## src/rtl/div_unit_pkg.sv

```systemverilog
// Shared definitions for the EX-stage integer divider: ALU op codes that
// select the divider and the controller state type.
package div_unit_pkg;

  // Decoded ALU op codes that the ALU decoder produces for DIV / DIVU.
  localparam logic [7:0] EXE_DIV_OP  = 8'b0001_1010;
  localparam logic [7:0] EXE_DIVU_OP = 8'b0001_1011;

  typedef enum logic [1:0] {
    DIV_IDLE = 2'd0,
    DIV_RUN  = 2'd1,
    DIV_ZERO = 2'd2,
    DIV_DONE = 2'd3
  } div_state_e;

  // True when the decoded op is handled by the divider.
  function automatic logic is_div_op(input logic [7:0] op);
    return (op == EXE_DIV_OP) || (op == EXE_DIVU_OP);
  endfunction

endpackage

```

## src/rtl/div_step.sv

```systemverilog
// One radix-2 restoring division iteration: shift {rem,quo} left by one,
// trial-subtract the divisor and keep the difference when it does not borrow.
module div_step #(
  parameter int unsigned WIDTH = 32
) (
  input  logic [WIDTH-1:0] i_rem,
  input  logic [WIDTH-1:0] i_quo,
  input  logic [WIDTH-1:0] i_div,
  output logic [WIDTH-1:0] o_rem,
  output logic [WIDTH-1:0] o_quo
);

  logic [WIDTH:0]   w_part;
  logic             w_ge;
  logic [WIDTH-1:0] w_sub;

  // Partial remainder is one bit wider than the divisor before the compare.
  assign w_part = {i_rem, i_quo[WIDTH-1]};
  assign w_ge   = (w_part >= {1'b0, i_div});
  // When w_ge holds the difference is below the divisor, so WIDTH bits suffice.
  assign w_sub  = w_part[WIDTH-1:0] - i_div;
  assign o_rem  = w_ge ? w_sub : w_part[WIDTH-1:0];
  assign o_quo  = {i_quo[WIDTH-2:0], w_ge};

endmodule

```

## src/rtl/div_unit.sv

```systemverilog
// Multi-cycle DIV/DIVU unit for the EX stage. Stalls the pipeline while a
// divide is in flight and returns hi=remainder, lo=quotient with a ready pulse.
module div_unit
  import div_unit_pkg::*;
#(
  parameter int unsigned WIDTH = 32
) (
  input  logic             clk,
  input  logic             resetn,
  input  logic [7:0]       alucontrolE,
  input  logic             validE,
  input  logic             flushE,
  input  logic [WIDTH-1:0] srcaE,
  input  logic [WIDTH-1:0] srcbE,
  output logic             stallE,
  output logic             ready,
  output logic [WIDTH-1:0] hi_o,
  output logic [WIDTH-1:0] lo_o
);

  localparam int unsigned CNT_W = $clog2(WIDTH) + 1;
  localparam logic [CNT_W-1:0] LAST_STEP = CNT_W'(WIDTH - 1);

  div_state_e       r_state;
  logic [CNT_W-1:0] r_cnt;
  logic [WIDTH-1:0] r_rem;
  logic [WIDTH-1:0] r_quo;
  logic [WIDTH-1:0] r_div;
  logic             r_sign_q;
  logic             r_sign_r;
  logic [WIDTH-1:0] r_hi;
  logic [WIDTH-1:0] r_lo;
  logic             r_ready;

  logic             w_start;
  logic             w_signed;
  logic             w_a_neg;
  logic             w_b_neg;
  logic [WIDTH-1:0] w_a_mag;
  logic [WIDTH-1:0] w_b_mag;
  logic [WIDTH-1:0] w_rem;
  logic [WIDTH-1:0] w_quo;

  assign w_start  = validE & is_div_op(alucontrolE) & ~flushE;
  assign w_signed = (alucontrolE == EXE_DIV_OP);
  assign w_a_neg  = w_signed & srcaE[WIDTH-1];
  assign w_b_neg  = w_signed & srcbE[WIDTH-1];
  assign w_a_mag  = w_a_neg ? -srcaE : srcaE;
  assign w_b_mag  = w_b_neg ? -srcbE : srcbE;

  assign stallE = w_start & (r_state != DIV_DONE);
  assign ready  = r_ready;
  assign hi_o   = r_hi;
  assign lo_o   = r_lo;

  div_step #(.WIDTH(WIDTH)) u_step (
    .i_rem (r_rem),
    .i_quo (r_quo),
    .i_div (r_div),
    .o_rem (w_rem),
    .o_quo (w_quo)
  );

  // Divider controller: operand capture, iteration, result registration.
  always_ff @(posedge clk or negedge resetn) begin
    if (!resetn) begin
      r_state  <= DIV_IDLE;
      r_cnt    <= '0;
      r_rem    <= '0;
      r_quo    <= '0;
      r_div    <= '0;
      r_sign_q <= 1'b0;
      r_sign_r <= 1'b0;
      r_hi     <= '0;
      r_lo     <= '0;
      r_ready  <= 1'b0;
    end else begin
      r_ready <= 1'b0;
      unique case (r_state)
        DIV_IDLE: begin
          if (w_start) begin
            r_cnt <= '0;
            r_rem <= '0;
            if (srcbE == '0) begin
              // Dividend parked in r_quo; it becomes hi on divide-by-zero.
              r_quo   <= srcaE;
              r_state <= DIV_ZERO;
            end else begin
              r_quo    <= w_a_mag;
              r_div    <= w_b_mag;
              r_sign_q <= w_a_neg ^ w_b_neg;
              r_sign_r <= w_a_neg;
              r_state  <= DIV_RUN;
            end
          end
        end
        DIV_RUN: begin
          if (flushE) begin
            r_state <= DIV_IDLE;
          end else begin
            r_rem <= w_rem;
            r_quo <= w_quo;
            r_cnt <= r_cnt + 1'b1;
            // Sign fixup is applied to the final step's output so the
            // result registers are valid in the same cycle as DONE/ready.
            if (r_cnt == LAST_STEP) begin
              r_hi    <= r_sign_r ? -w_rem : w_rem;
              r_lo    <= r_sign_q ? -w_quo : w_quo;
              r_ready <= 1'b1;
              r_state <= DIV_DONE;
            end
          end
        end
        DIV_ZERO: begin
          if (flushE) begin
            r_state <= DIV_IDLE;
          end else begin
            r_hi    <= r_quo;
            r_lo    <= '1;
            r_ready <= 1'b1;
            r_state <= DIV_DONE;
          end
        end
        DIV_DONE: begin
          r_state <= DIV_IDLE;
        end
        default: r_state <= DIV_IDLE;
      endcase
    end
  end

endmodule

```

## config.mk

```make
export PLATFORM = sky130hd
export DESIGN_NAME = div_unit
export DESIGN_NICKNAME = d
export VERILOG_FILES = /design/src/rtl/div_unit_pkg.sv /design/src/rtl/div_step.sv /design/src/rtl/div_unit.sv
export SDC_FILE = /design/constraint.sdc
export NUM_CORES = 1
export LEC_CHECK = 0
export BUFFER_PORTS_ARGS = -buffer_cell sky130_fd_sc_hd__buf_2
export CAP_MARGIN = 15
export CORE_ASPECT_RATIO = 0.8
export CORE_MARGIN = 3
export CORE_UTILIZATION = 40
export DETAILED_ROUTE_END_ITERATION = 8
export SLEW_MARGIN = 5
export SYNTH_ARGS = -nofsm -noshare
export SYNTH_HDL_FRONTEND = slang
export SYNTH_SLANG_ARGS = --single-unit
```

## constraint.sdc

```tcl
create_clock -name clk -period 9.9 [get_ports clk]
set_input_delay 1.98 -clock clk [delete_from_list [all_inputs] [get_ports clk]]
set_output_delay 1.98 -clock clk [all_outputs]
set_load 0.01 [all_outputs]
```

==> Word-level counts from Yosys, hierarchy flattened <==
Index checks and enable logic that the tools add are counted.
W data, S select, Z words.
{ "word_totals": {"register_bits": 171, "input_bits": 76, "out_inout_bits": 66, "elab_cells": 79} }
{ "classes": {"addsub": 6, "order_cmp": 1, "n_eq_ne": 12, "mux": 33, "bitwise": 8, "reduce_logical": 9} }
{ "ops": {"columns": ["op", "n"], "rows": [
  ["$mux W32", 16],
  ["$pmux W32 S2", 4],
  ["$neg A32 Y32", 4],
  ["$ge A33 B32 Y1", 1],
  ["$logic_not A32 Y1", 1],
  ["$sub A32 B32 Y32", 1],
  ["$eq A8 B5 Y1 const B", 2],
  ["$mux W6", 2],
  ["$pmux W6 S2", 1],
  ["$mux W2", 5],
  ["$ne A2 B2 Y1 const B", 5],
  ["$pmux W2 S4", 1],
  ["$add A6 B1 Y6 const B", 1],
  ["$eq A6 B5 Y1 const B", 1],
  ["$reduce_and A3 Y1", 2],
  ["$and A1 B1 Y1", 5],
  ["$eq A2 B2 Y1 const B", 2],
  ["$reduce_and A4 Y1", 1],
  ["$reduce_bool A2 Y1", 2],
  ["$mux W1", 3],
  ["$ne A3 B3 Y1 const B", 1],
  ["$eq A2 B1 Y1 const B", 1],
  ["$logic_not A2 Y1", 1],
  ["$not A1 Y1", 2],
  ["4 further kinds", 4]
]} }

==> Longest topological paths before layout <==
{ "logic_depth": {"ltp_word": 7, "ltp_mapped": 24, "mapped_depth_nobuf": 20} }

==> Hierarchy <==
A second synthesis with hierarchy kept.
{ "unflattened": {"hier_cells": 1407, "area_unflattened_um2": 12280.5} }
{ "modules_own_cells": {"columns": ["module", "n_inst", "cells_per_inst", "area_per_inst_um2", "seq_area_each_um2"], "rows": [
  ["div_unit", 1, 1042, 9614.2, 4279.1],
  ["div_step", 1, 365, 2666.3, 0.0]
]} }

==> Worst setup path before layout <==
Ideal clock, no wire load.
{ "synth_path": {"kind": "reg-to-reg", "from": "reg r_rem[1]", "to": "reg r_hi[30] (netlist: hi_o[30])", "setup_ns": 0.131, "t_arrival_ns": 4.982, "required_ns": 9.769, "slack_ns": 4.787, "stages_incl_launch_ff": 21, "path_buffers": 3, "period_less_slack_ns": 5.113, "path_cell_list": "dfrtp_1 > ha_1 > nor2_1 > a2111o_1 > a2111oi_4 > o311ai_2 > nand2_4 > buf_2 > buf_2 > buf_1 > nand2_1 > o21ai_0 > ha_1 > nand2_1 > a2111oi_0 > a41o_1 > nand4_1 > or2_0 > o31ai_1 > xor2_1 > o22ai_1"} }
{ "synth_between": {"elab_chain_len": 7, "elab_cells_between_ends": 8, "cone_classes": "add/sub (2); order compare (1); mux (5)"} }
{ "synth_lines": {"columns": ["item", "line_no", "text"], "rows": [
  ["from (decl)", "div_unit.sv:26", "logic [WIDTH-1:0] r_rem;"],
  ["from (signal assigned)", "div_unit.sv:101", "r_rem <= w_rem;"],
  ["$sub A32 B32 Y32 or $ge A33 B32 Y1 (tied branches)", "div_step.sv:21, div_step.sv:19", null],
  ["$mux W32 *", "div_step.sv:22", "assign o_rem = w_ge ? w_sub : w_part[WIDTH-1:0];"],
  ["$neg A32 Y32", "div_unit.sv:107", "r_hi <= r_sign_r ? -w_rem : w_rem;"],
  ["$mux W32 *", "div_unit.sv:107", null],
  ["$mux W32 *", "div_unit.sv:106", "if (r_cnt == LAST_STEP) begin"],
  ["$mux W32 *", "div_unit.sv:98", "if (flushE) begin"],
  ["$pmux W32 S2 *", "div_unit.sv:79", "unique case (r_state)"],
  ["to (signal assigned)", "div_unit.sv:107", null],
  ["to (signal assigned)", "div_unit.sv:118", "r_hi <= r_quo;"],
  ["to (decl)", "div_unit.sv:31", "logic [WIDTH-1:0] r_hi;"]
]} }
Every way passes the cells marked *; elsewhere a longest branch is shown, timed or not. The select of a mux whose other input is x is not followed.
A chain may end at the register's enable or synchronous reset.

==> Worst setup path after layout <==
{ "layout_path": {"from": "reg r_rem[11]", "to": "reg r_hi[30] (netlist: hi_o[30])"} }
The elaborated chain is that of the path after synthesis.

==> flow_summary.rst <==
.. list-table::
   :header-rows: 1

   * - Metric
     - Value
   * - Outcome
     - finished clean
   * - Adder-cell share of the synthesized area
     - 0.0435
   * - Filler cells
     - between 3000 and 4000
   * - Storage cell area
     - ~4300 sq um
   * - Pin count of the biggest net entering global routing
     - about 110
   * - Die ar.
     - 33500 sq um
   * - Wire length of the first global-routing pass
     - 61600 um
   * - TritonCTS clock tree
     - done
   * - Number of distinct library cells after synthesis
     - 90
   * - Gr usage total
     - 0.232
   * - Min Clock Period, post-route
     - roughly 6300 ps
   * - Maximum vdd drop
     - 0.137 mV
   * - # diodes
     - 0
   * - Fin. max-slew vios
     - 0
   * - FFs w/ async S/R, synth
     - 1.00
   * - Largest stage delay on the critical path
     - ~760 ps
   * - Detailed-route wire length per cell
     - ~19 um
   * - Hold path depth
     - 2
   * - Worst max-slew margin expressed relative to the limit
     - 0.136
   * - Delay-heaviest family, CP
     - compound AO/OA/AOI/OAI gates
   * - Area fraction in compound gates after synthesis
     - 0.242
   * - Antenna-violating nets left
     - 0
   * - CTS Buf Count
     - 17
   * - Post-synthesis simple-gate area fraction
     - 0.202
   * - Avg Synthesized Cell Area
     - 8.07 sq um
   * - Yosys top cell area share
     - 0.341
   * - Largest family of logic cells by synthesized area
     - compound AO/OA/AOI/OAI gates
   * - Path length in cells of the critical path
     - 17
   * - Reg2reg path depth
     - 17
   * - Critical path's slowest cell
     - sky130_fd_sc_hd__a2111oi_0
   * - Fin Clk Skew
     - about 10 ps
   * - Cell count after synthesis
     - around 1600
   * - Initial Util
     - 0.410
   * - Critical path buffer and inverter count
     - 1
   * - Vias
     - between 10000 and 15000
   * - Power Dens Cells
     - roughly 230 nW/um^2
   * - Core area
     - 30600 sq um
   * - Critical Path, Cell by Cell
     - ha_1 -> a21oi_2 -> o21a_1 -> o221ai_1 -> o311ai_2 -> nand2_4 -> inv_4 -> mux2i_1 -> ha_1 -> nand2_1 -> a2111oi_0 -> a41o_1 -> nand4_1 -> or2_0 -> o31ai_1 -> xor2_1 -> o22ai_1
   * - Clock tree root driver cell
     - sky130_fd_sc_hd__clkbuf_16
   * - Via density
     - roughly 5.7
   * - Worst Max-Slew Pin Slew
     - between 1000 and 1500 ps
   * - Post-synthesis register bit count
     - about 170
   * - Worst-case clock buffer depth
     - 2
   * - Critical Setup Path Class
     - flop to flop
   * - Commonest cells after routing, fill and taps aside
     - sky130_fd_sc_hd__nand2_1, sky130_fd_sc_hd__dfrtp_1, sky130_fd_sc_hd__o21ai_0, sky130_fd_sc_hd__nor2_1, sky130_fd_sc_hd__a21oi_1
   * - Cell seen most often among critical-path stages
     - sky130_fd_sc_hd__ha_1
   * - Die X-Extent
     - 204 um
   * - Critical path fanouts, max
     - 44
   * - Final-stage net count
     - 1758
   * - Final Setup Violations
     - 0
   * - Clk sinks
     - 171
   * - Synth area leaders
     - sky130_fd_sc_hd__dfrtp_1, sky130_fd_sc_hd__o21ai_0, sky130_fd_sc_hd__xor2_1
   * - Area growth, synth to finish
     - 13.3%
   * - Clock input transition at the sequential cells of the worst setup and hold paths
     - ~70 ps
   * - Count of routing violations after the opening detailed-route iteration
     - 921
   * - Initial antenna violation count
     - 0
   * - Mux contribution to synthesized area
     - 0.0265
   * - Detailed placement HPWL
     - between 20000 and 30000 um
   * - Worst-skew pair later-pin latency
     - approximately 450 ps
   * - Port Buffers
     - 141
   * - Number of placed I/O pins
     - 142
   * - EDFF count, synth
     - 0
   * - Setup repair after global routing missed its margin
     - false
   * - Number of placed instances with taps included
     - approximately 2000
   * - DRT Pass-1 Iters
     - 6
   * - Top cell type by total area after synthesis
     - sky130_fd_sc_hd__dfrtp_1
   * - Commonest non-fill, non-tap cell in the layout
     - sky130_fd_sc_hd__nand2_1
   * - Fraction of layout cells with a size suffix above 1
     - 0.136
   * - Non-filler cells in the finished layout
     - a little over 2000
   * - Number of global-route vias before repair
     - about 11000
   * - Leakage component of the power
     - between 0.006 and 0.007 uW
   * - Primary FF master, synth
     - sky130_fd_sc_hd__dfrtp_1
   * - Critical path launch point type
     - flop
   * - Post-synthesis instance area
     - about 13000 sq um
   * - GRT Residual Overflow
     - 0
   * - Data required, critical path
     - between 10000 and 15000 ps
   * - Resized cells post-CTS
     - 0
   * - Data arrival time at the worst-slack endpoint
     - 6580 ps
   * - Period utilisation layout
     - 0.633
   * - Final hold violation count
     - 0
   * - Placer's final routability congestion estimate
     - a little over 0.9
   * - Row count
     - 57
   * - Number of setup buffers added after CTS
     - 0
   * - Class of the tightest hold or removal check
     - flop to flop
   * - Count of max-cap constraint violations
     - 0
   * - Nets in the synthesized netlist
     - approximately 1700
   * - Total of warnings raised by yosys
     - 0
   * - XOR/XNOR share of the synthesized area
     - 0.0970
   * - DRC
     - 0
   * - Number of H-tree levels
     - 4
   * - Setup TNS Final
     - 0 ps
   * - Vertical die dimension
     - 164 um
   * - Area of combinational cells with multiple inputs
     - ~7700 sq um
   * - Maximum operating frequency
     - ~0.16 GHz
   * - Number of buffers inserted by hold repair at cts
     - 0
   * - Total Routed Length
     - around 39000 um
   * - Worst Setup End Kind
     - flop
   * - Portion of the post-synthesis area used by sequential elements
     - 0.341
[path summary, 6_finish.rpt]
| check | startpoint | slack, ps | endpoint |
|---|---|---|---|
| worst max register to register | r_rem[11] | 3630 | hi_o[30] |
| min in group asynchronous | resetn | 1640 | lo_o[12] |
| worst min-delay path | hi_o[7] | 480 | hi_o[7] |
| worst min register to register | hi_o[7] | 480 | hi_o[7] |
| max in group asynchronous | resetn | 6810 | hi_o[31] |
| worst max-delay path | r_rem[11] | 3630 | hi_o[30] |
[routing by layer]
metal / vias up / GRT usage / share of wire
li1: 5714 / - / -
met1: 5631 / 0.347 / 0.49
met2: 338 / 0.354 / 0.44
met3: 38 / 0.0345 / 0.056
met4: 0 / 0.0569 / 0.016
met5: - / 0 / 0
[synthesized netlist by cell type (4+ instances only)]
library cell,n
sky130_fd_sc_hd__a22oi_1,5
sky130_fd_sc_hd__o21a_1,11
sky130_fd_sc_hd__a21oi_1,148
sky130_fd_sc_hd__a211o_1,5
sky130_fd_sc_hd__and2_1,5
sky130_fd_sc_hd__inv_1,61
sky130_fd_sc_hd__clkbuf_1,63
sky130_fd_sc_hd__ha_1,42
sky130_fd_sc_hd__xor2_1,90
sky130_fd_sc_hd__nand3b_1,7
sky130_fd_sc_hd__nand2_1,184
sky130_fd_sc_hd__a211oi_1,8
sky130_fd_sc_hd__nand2b_1,17
sky130_fd_sc_hd__mux2i_1,31
sky130_fd_sc_hd__buf_2,13
sky130_fd_sc_hd__o41ai_1,11
sky130_fd_sc_hd__buf_1,9
sky130_fd_sc_hd__a22o_1,7
sky130_fd_sc_hd__dfrtp_1,171
sky130_fd_sc_hd__nor2_1,154
sky130_fd_sc_hd__o21ai_0,165
sky130_fd_sc_hd__nor4_1,17
sky130_fd_sc_hd__nand4_1,15
sky130_fd_sc_hd__and3_1,11
sky130_fd_sc_hd__o21ai_1,4
sky130_fd_sc_hd__a31oi_1,12
sky130_fd_sc_hd__a21o_1,13
sky130_fd_sc_hd__o31ai_1,33
sky130_fd_sc_hd__o211ai_1,7
sky130_fd_sc_hd__or4_1,8
sky130_fd_sc_hd__nand3_1,29
sky130_fd_sc_hd__nor3_1,29
sky130_fd_sc_hd__or2_2,4
sky130_fd_sc_hd__or3_1,21
sky130_fd_sc_hd__xnor2_1,49
sky130_fd_sc_hd__a2111oi_0,4
[tightest hold or removal path, stage by stage, from the launching register on]
cell and delay, ps:
sky130_fd_sc_hd__dfrtp_1 340, sky130_fd_sc_hd__nand2_1 50, sky130_fd_sc_hd__o21ai_0 60
[registers in the layout, summed over array words and instances (netlist names)]
| name | flops |
|---|---|
| r_sign_r | 1 |
| r_div | 32 |
| r_state | 2 |
| r_sign_q | 1 |
| hi_o | 32 |
| r_quo | 32 |
| ready | 1 |
| r_cnt | 6 |
| r_rem | 32 |
| lo_o | 32 |
[logic make-up after synthesis]
kind of cell,after synthesis
simple gates,531
compound gates,486
flops,171
buf+inv,151
xor+xnor,139
fa+ha+maj,43
mux,33
[where the power goes]
| part | switching, uW | internal [uW] |
|---|---|---|
| Sequential | 234 | 925 |
| Combinational | 867 | 520 |
| Clock | 310 | 464 |
[metrics by stage]
stage                     hold WS, ps  instance area, sq um  total power (uW)  utilization  setup slack [ps]
after floorplan                   470                 12500              2050            -              4790
after global placement            454                 13500              2530        0.443              3910
after detailed placement          458                 13500              2550        0.443              3780
after CTS                         479                 14200              3330        0.465              3780
after global routing              505                 14200              3570        0.465              3280
final                             475                 14200              3320        0.465              3630
[area by class of cell]
| cell class | instances | area share |
|---|---|---|
| inverter | 63 | 0.0168 |
| timing repair buffer | 154 | 0.0569 |
| multi-input combinational | 1232 | 0.542 |
| clock inverter | 13 | 0.0150 |
| sequential | 171 | 0.301 |
| clock buffer | 19 | 0.0319 |
| tap | 413 | 0.0364 |
No activity file was read; power rests on OpenSTA's default activity.
